--- config.mk ---
export PLATFORM = sky130hd
export DESIGN_NAME = l2_arbiter
export DESIGN_NICKNAME = d
export VERILOG_FILES = /design/src/rtl/l2_arbiter.sv
export SDC_FILE = /design/constraint.sdc
export NUM_CORES = 1
export LEC_CHECK = 0
export BUFFER_PORTS_ARGS = -buffer_cell sky130_fd_sc_hd__buf_2
export CELL_PAD_IN_SITES_DETAIL_PLACEMENT = 1
export CELL_PAD_IN_SITES_GLOBAL_PLACEMENT = 1
export CORE_AREA = 2 2 632 634
export DETAILED_ROUTE_END_ITERATION = 8
export DIE_AREA = 0 0 634 636
export PLACE_DENSITY = 0.3
export SYNTH_ARGS = -nofsm -noshare
export SYNTH_HDL_FRONTEND = slang
export SYNTH_SLANG_ARGS = --single-unit
--- constraint.sdc ---
create_clock -name clk -period 2.3 [get_ports clk]
set_input_delay 0.345 -clock clk [delete_from_list [all_inputs] [get_ports clk]]
set_output_delay 0.345 -clock clk [all_outputs]
set_load 0.02 [all_outputs]
--- src/rtl/l2_arbiter.sv ---
// Round-robin arbiter sharing the single L2 line port between the I-cache and D-cache miss paths.
// Request latency 1 cycle, response 0 cycles; a losing requester holds its request until granted.
package l2_arbiter_pkg;
  localparam int L2_ADDR_W = 32;
  localparam int L2_LINE_W = 256;

  typedef struct packed {
    logic                 mem_read;
    logic                 mem_write;
    logic [L2_ADDR_W-1:0] mem_address;
    logic [L2_LINE_W-1:0] mem_wdata;
  } l2_go_t;

  typedef struct packed {
    logic                 mem_resp;
    logic [L2_LINE_W-1:0] mem_rdata;
  } l2_ret_t;
endpackage

module l2_arbiter
  import l2_arbiter_pkg::*;
#(
  parameter int ADDR_W = L2_ADDR_W,
  parameter int LINE_W = L2_LINE_W
) (
  input  logic    clk,
  input  logic    rst_n,
  input  l2_go_t  i_go,
  output l2_ret_t i_ret,
  input  l2_go_t  d_go,
  output l2_ret_t d_ret,
  output l2_go_t  l2_go,
  input  l2_ret_t l2_ret,
  output logic    grant_i,
  output logic    grant_d
);

  typedef enum logic [1:0] {IDLE, GNT_I, GNT_D, DONE} state_e;

  // last_grant encoding: 0 = I-cache, 1 = D-cache
  localparam logic OWN_I = 1'b0;
  localparam logic OWN_D = 1'b1;

  state_e state_q, state_d;
  logic   last_q, last_d;
  logic   i_act, d_act;

  logic              rd_sel, wr_sel;
  logic [ADDR_W-1:0] addr_sel;
  logic [LINE_W-1:0] wdata_sel;
  logic [LINE_W-1:0] rdata;

  assign i_act = i_go.mem_read | i_go.mem_write;
  assign d_act = d_go.mem_read | d_go.mem_write;

  always_ff @(posedge clk or negedge rst_n) begin
    if (!rst_n) begin
      state_q <= IDLE;
      last_q  <= OWN_I;
    end else begin
      state_q <= state_d;
      last_q  <= last_d;
    end
  end

  always_comb begin
    state_d = state_q;
    last_d  = last_q;
    case (state_q)
      IDLE: begin
        // On a tie the requester that was not served last wins
        if (i_act && (!d_act || last_q == OWN_D)) begin
          state_d = GNT_I;
        end else if (d_act) begin
          state_d = GNT_D;
        end
      end
      GNT_I: begin
        if (l2_ret.mem_resp) begin
          state_d = DONE;
          last_d  = OWN_I;
        end
      end
      GNT_D: begin
        if (l2_ret.mem_resp) begin
          state_d = DONE;
          last_d  = OWN_D;
        end
      end
      DONE:    state_d = IDLE;
      default: state_d = IDLE;
    endcase
  end

  assign grant_i = (state_q == GNT_I);
  assign grant_d = (state_q == GNT_D);

  // Request mux is steered only by registered state, never by the request itself
  always_comb begin
    rd_sel    = 1'b0;
    wr_sel    = 1'b0;
    addr_sel  = '0;
    wdata_sel = '0;
    if (grant_i) begin
      rd_sel    = i_go.mem_read;
      wr_sel    = i_go.mem_write;
      addr_sel  = i_go.mem_address;
      wdata_sel = i_go.mem_wdata;
    end else if (grant_d) begin
      rd_sel    = d_go.mem_read;
      wr_sel    = d_go.mem_write;
      addr_sel  = d_go.mem_address;
      wdata_sel = d_go.mem_wdata;
    end
  end

  assign l2_go = {rd_sel, wr_sel, addr_sel, wdata_sel};

  assign rdata = l2_ret.mem_rdata;
  assign i_ret = {l2_ret.mem_resp & grant_i, rdata};
  assign d_ret = {l2_ret.mem_resp & grant_d, rdata};

endmodule

; Yosys cells after proc, flatten, opt, wreduce, memory -nomap -nowiden
; Index checks and enable logic that the tools add are counted.
[word_totals]
regBits = 3
elab_cells = 36
output_inout_bits = 806
[op_classes]
n_reduce_logical = 8
n_mux = 15
bitwise_logic = 4
n_eq_ne = 7
[op_table]
columns = operator, count
row1 = 256-bit two-way mux, 2
row2 = 32-bit two-way mux, 2
row3 = 1-bit two-way mux, 6
row4 = 2-bit two-way mux, 3
row5 = 2-bit one-hot mux with 3 select lines, 1
row6 = "2-bit equality test, second input constant", 2
row7 = "2-bit inequality test, second input constant", 2
row8 = "3-bit inequality test, second input constant", 1
row9 = 3-bit AND reduction, 1
row10 = 1-bit bitwise AND, 2
row11 = "2-bit by 1-bit equality test with 1-bit output, second input constant", 1
row12 = 2-bit logical NOT, 1
row13 = "2-bit by 1-bit inequality test with 1-bit output, second input constant", 1
row14 = 1-bit bitwise OR, 2
row15 = 1-bit one-hot mux with 2 select lines, 1
row16 = 2-bit AND reduction, 1
row17 = 2-bit nonzero test, 1
row18 = 2-bit OR reduction, 1
row19 = 1-bit logical AND, 1
row20 = 1-bit logical NOT, 1
row21 = 1-bit logical OR, 1

; Logic depth before layout (Yosys ltp)
[logic_depth]
ltp_word = 6
mapped_depth = 8
ltp_nobuf = 5

; Worst setup path before layout
; Ideal clock, no wire load.
[synth_timing]
path_kind = reg-to-output
start = register state_q[1]
end = output l2_go[188] in the netlist's numbering
path_slack_ns = 0.296
stages_incl_launch_ff = 7
arrival_ns = 1.659
required_time_ns = 1.955
cell_sequence = dfrtp_1 -> inv_1 -> ha_1 -> buf_4 -> buf_2 -> buf_1 -> a22o_1
[synth_lines]
columns = element, line
row1 = from (decl), 44  ; state_e state_q, state_d;
row2 = from (signal assigned), 61  ; state_q <= state_d;
row3 = to (decl), 32  ; output l2_go_t l2_go,

==> results.cfg <==
[drt]
viasPerCell = 1.675
via_count = 11010
drc_errors = 0
wl_per_cell_um = 43.70
drt-pass1-iter-count = 5
routed_wl_mm = 287.4
drt_iter0_drc = 834
ant_nets = 0

[sta]
worst_pin_slew_ns = 0.3781
finalCriticalPeriod_ns = 2.387
fin_ws_ns = -0.08729
finalHoldWorstSlack_ns = 0.4634
rsz0062_at_grt = true
final-setup-viol-count = 130
max_freq_ghz = 0.4189
slew_headroom = 0.7470
drv_slew = 0
skew_ns = 0.003387
finalHoldViolCount = 0
final.period_utilization = 1.038

[global_route]
grt_max_degree = 43
grt_overflow = 0
antenna_found_initial = 299
grt_pass1_vias = 9999
grtUsageTotal = 0.1359
grt_pass1_wl_mm = 308.9

[final_layout]
postLayoutCellArea_um2 = 18780
stdcell_count = 6577
postLayoutCoreUtil = 0.04729
final_common_cell = buf_2
drive_gt1_frac = 0.8051
synthToLayoutAreaGrowth_pct = 162.7
final_cell_mix = 622 x buf_2, 218 x a22o_1, 177 x buf_12
finalNetCount = 2106

[synth]
yosysSeqAreaShare = 0.01050
syn_nets = 1743
syn_avg_cell_area_um2 = 7.942
syn-instance-count = 900
synth_cell_types = 26
ys_seq_elements = 3
syn_area_um2 = 7148
yosys_warnings = 0

[die]
row_count = 232
dieArea_um2 = 403200
core_um2 = 397100
top_level_ports = 1645
start_util = 0.01800
fp.dieH_um = 636
die_w_um = 634

[place]
placed_cell_area_um2 = 16740
dp.cells = 6492
hpwl_mm = 272.5
gp_congestion = 0.9023
io_buffers = 876

[clock_tree]
cts_tree = built
insertion_delay_ns = 0.23
path_clk_slew_ns = 0.03
clockRootBuffer = clkbuf_16
numCtsBuffers = 3
cts_sinks = 3
clk_path_buf_depth = 2
cts_max_level = 1

[setup_path]
crit_required_ns = 1.96
cp.arrival_ns = 2.04
setup.worst_path.class = reg -> out
crit_path_end_kind = output pin
start_kind = flop
crit_fanout = 9

[power]
p_leak_nw = 6.597
clkPwrFrac = 0.010
vdd_drop_max_mv = 0.6260
power.density_nw_per_um2 = 1458
power.share.combinational = 0.986
switching_power_mw = 15.46
p_total_mw = 27.38
p_int_mw = 11.92
swShare = 0.5646
seq_power_share = 0.004

[outcome]
status = complete, but fails checks
violations = setup timing

[job]
max-cap-violations = 0

[min_path]
hp-class = reg -> reg
==> repair_timing <==
action                                 4_1_cts  5_1_grt
pin swaps                                    7       15
hold buffers                                 1        0
gates cloned                                 7        8
setup endpoints to repair                  281      263
endpoints found under the hold margin        3        0
resized for setup                          172      114
setup buffers                                9        7
==> per-stage QoR <==
stage / TNS [ns] / setup WS, ns
6_report: -4.166 / -0.08729
5_1_grt: -19.56 / -0.1522
4_1_cts: -9.090 / -0.1094
3_5_place_dp: -3.251 / -0.3819
3_3_place_gp: -3.840 / -0.3937
2_1_floorplan: 0 / 0.2959
==> Yosys cell counts (all sizes together) <==
cell	n	share of area
buf	570	0.60
a22o	289	0.35
clkbuf	9	0.0047
ha	4	0.0070
inv	4	0.0021
nand2	4	0.0021
dfrtp	3	0.011
nor2	2	0.0011
nor3b	2	0.0021
a21boi	1	0.0011
a21o	1	0.0011
a32oi	1	0.0012
a41oi	1	0.0012
and2	1	0.00088
and3	1	0.00088
nor2b	1	0.0012
o21a	1	0.0011
o21ai	1	0.00070
o21ba	1	0.0014
o311a	1	0.0014
o32a	1	0.0014
or3	1	0.00088
==> cells by family after synthesis <==
family	count (synthesis)	share of synthesized area
simple gates	12	0.009103
fa+ha+maj	4	0.007002
buf+inv	583	0.6088
compound gates	298	0.3646
flops	3	0.01050
==> flip-flops by register name, indices dropped and copies added, names as in the netlist <==
register	flops
last_q	1
state_q	2
==> final timing paths <==
kind	endpoint	startpoint	cells past startpoint	slack, ns
worst max-delay path	l2_go[181]	state_q[1]	9	-0.09
worst min-delay path	last_q	last_q	1	0.46
worst max register to register	state_q[1]	state_q[0]	6	0.78
worst min register to register	last_q	last_q	1	0.46
max in group asynchronous	state_q[0]	rst_n	2	1.46
min in group asynchronous	state_q[1]	rst_n	2	0.70
==> per-layer routing <==
metal / vias to the layer above / global-route usage / wire, um
met5: - / 0.01338 / 2009
met4: 198 / 0.04166 / 12760
met3: 724 / 0.1608 / 72310
met2: 1944 / 0.2303 / 134900
met1: 4624 / 0.08957 / 65470
li1: 3524 / - / -
==> power by group through the flow <==
stage | Clock, mW | Sequential [mW] | Combinational, mW
2_1_floorplan | 0 | 0.0972 | 9.02
3_3_place_gp | 0 | 0.107 | 24.2
3_5_place_dp | 0 | 0.106 | 24.3
4_1_cts | 0.288 | 0.104 | 26.6
5_1_grt | 0.293 | 0.114 | 28.3
6_report | 0.281 | 0.110 | 27.0
==> worst max-delay path: stages, from the launching register on <==
cell,delay (ns)
dfrtp_1,0.39
buf_6,0.13
ha_4,0.15
nor2b_4,0.13
buf_12,0.15
buf_16,0.17
buf_12,0.14
buf_12,0.14
a22o_4,0.25
buf_6,0.14
==> layout make-up <==
cell class	count	area, um^2
timing repair buffer	937	8531
tap	5265	6588
inverter	4	15.01
clock buffer	4	78.83
antenna	50	125.1
fill	47420	378300
multi-input combinational	314	3366
sequential	3	76.32
Power figures use the tool's default switching activity.
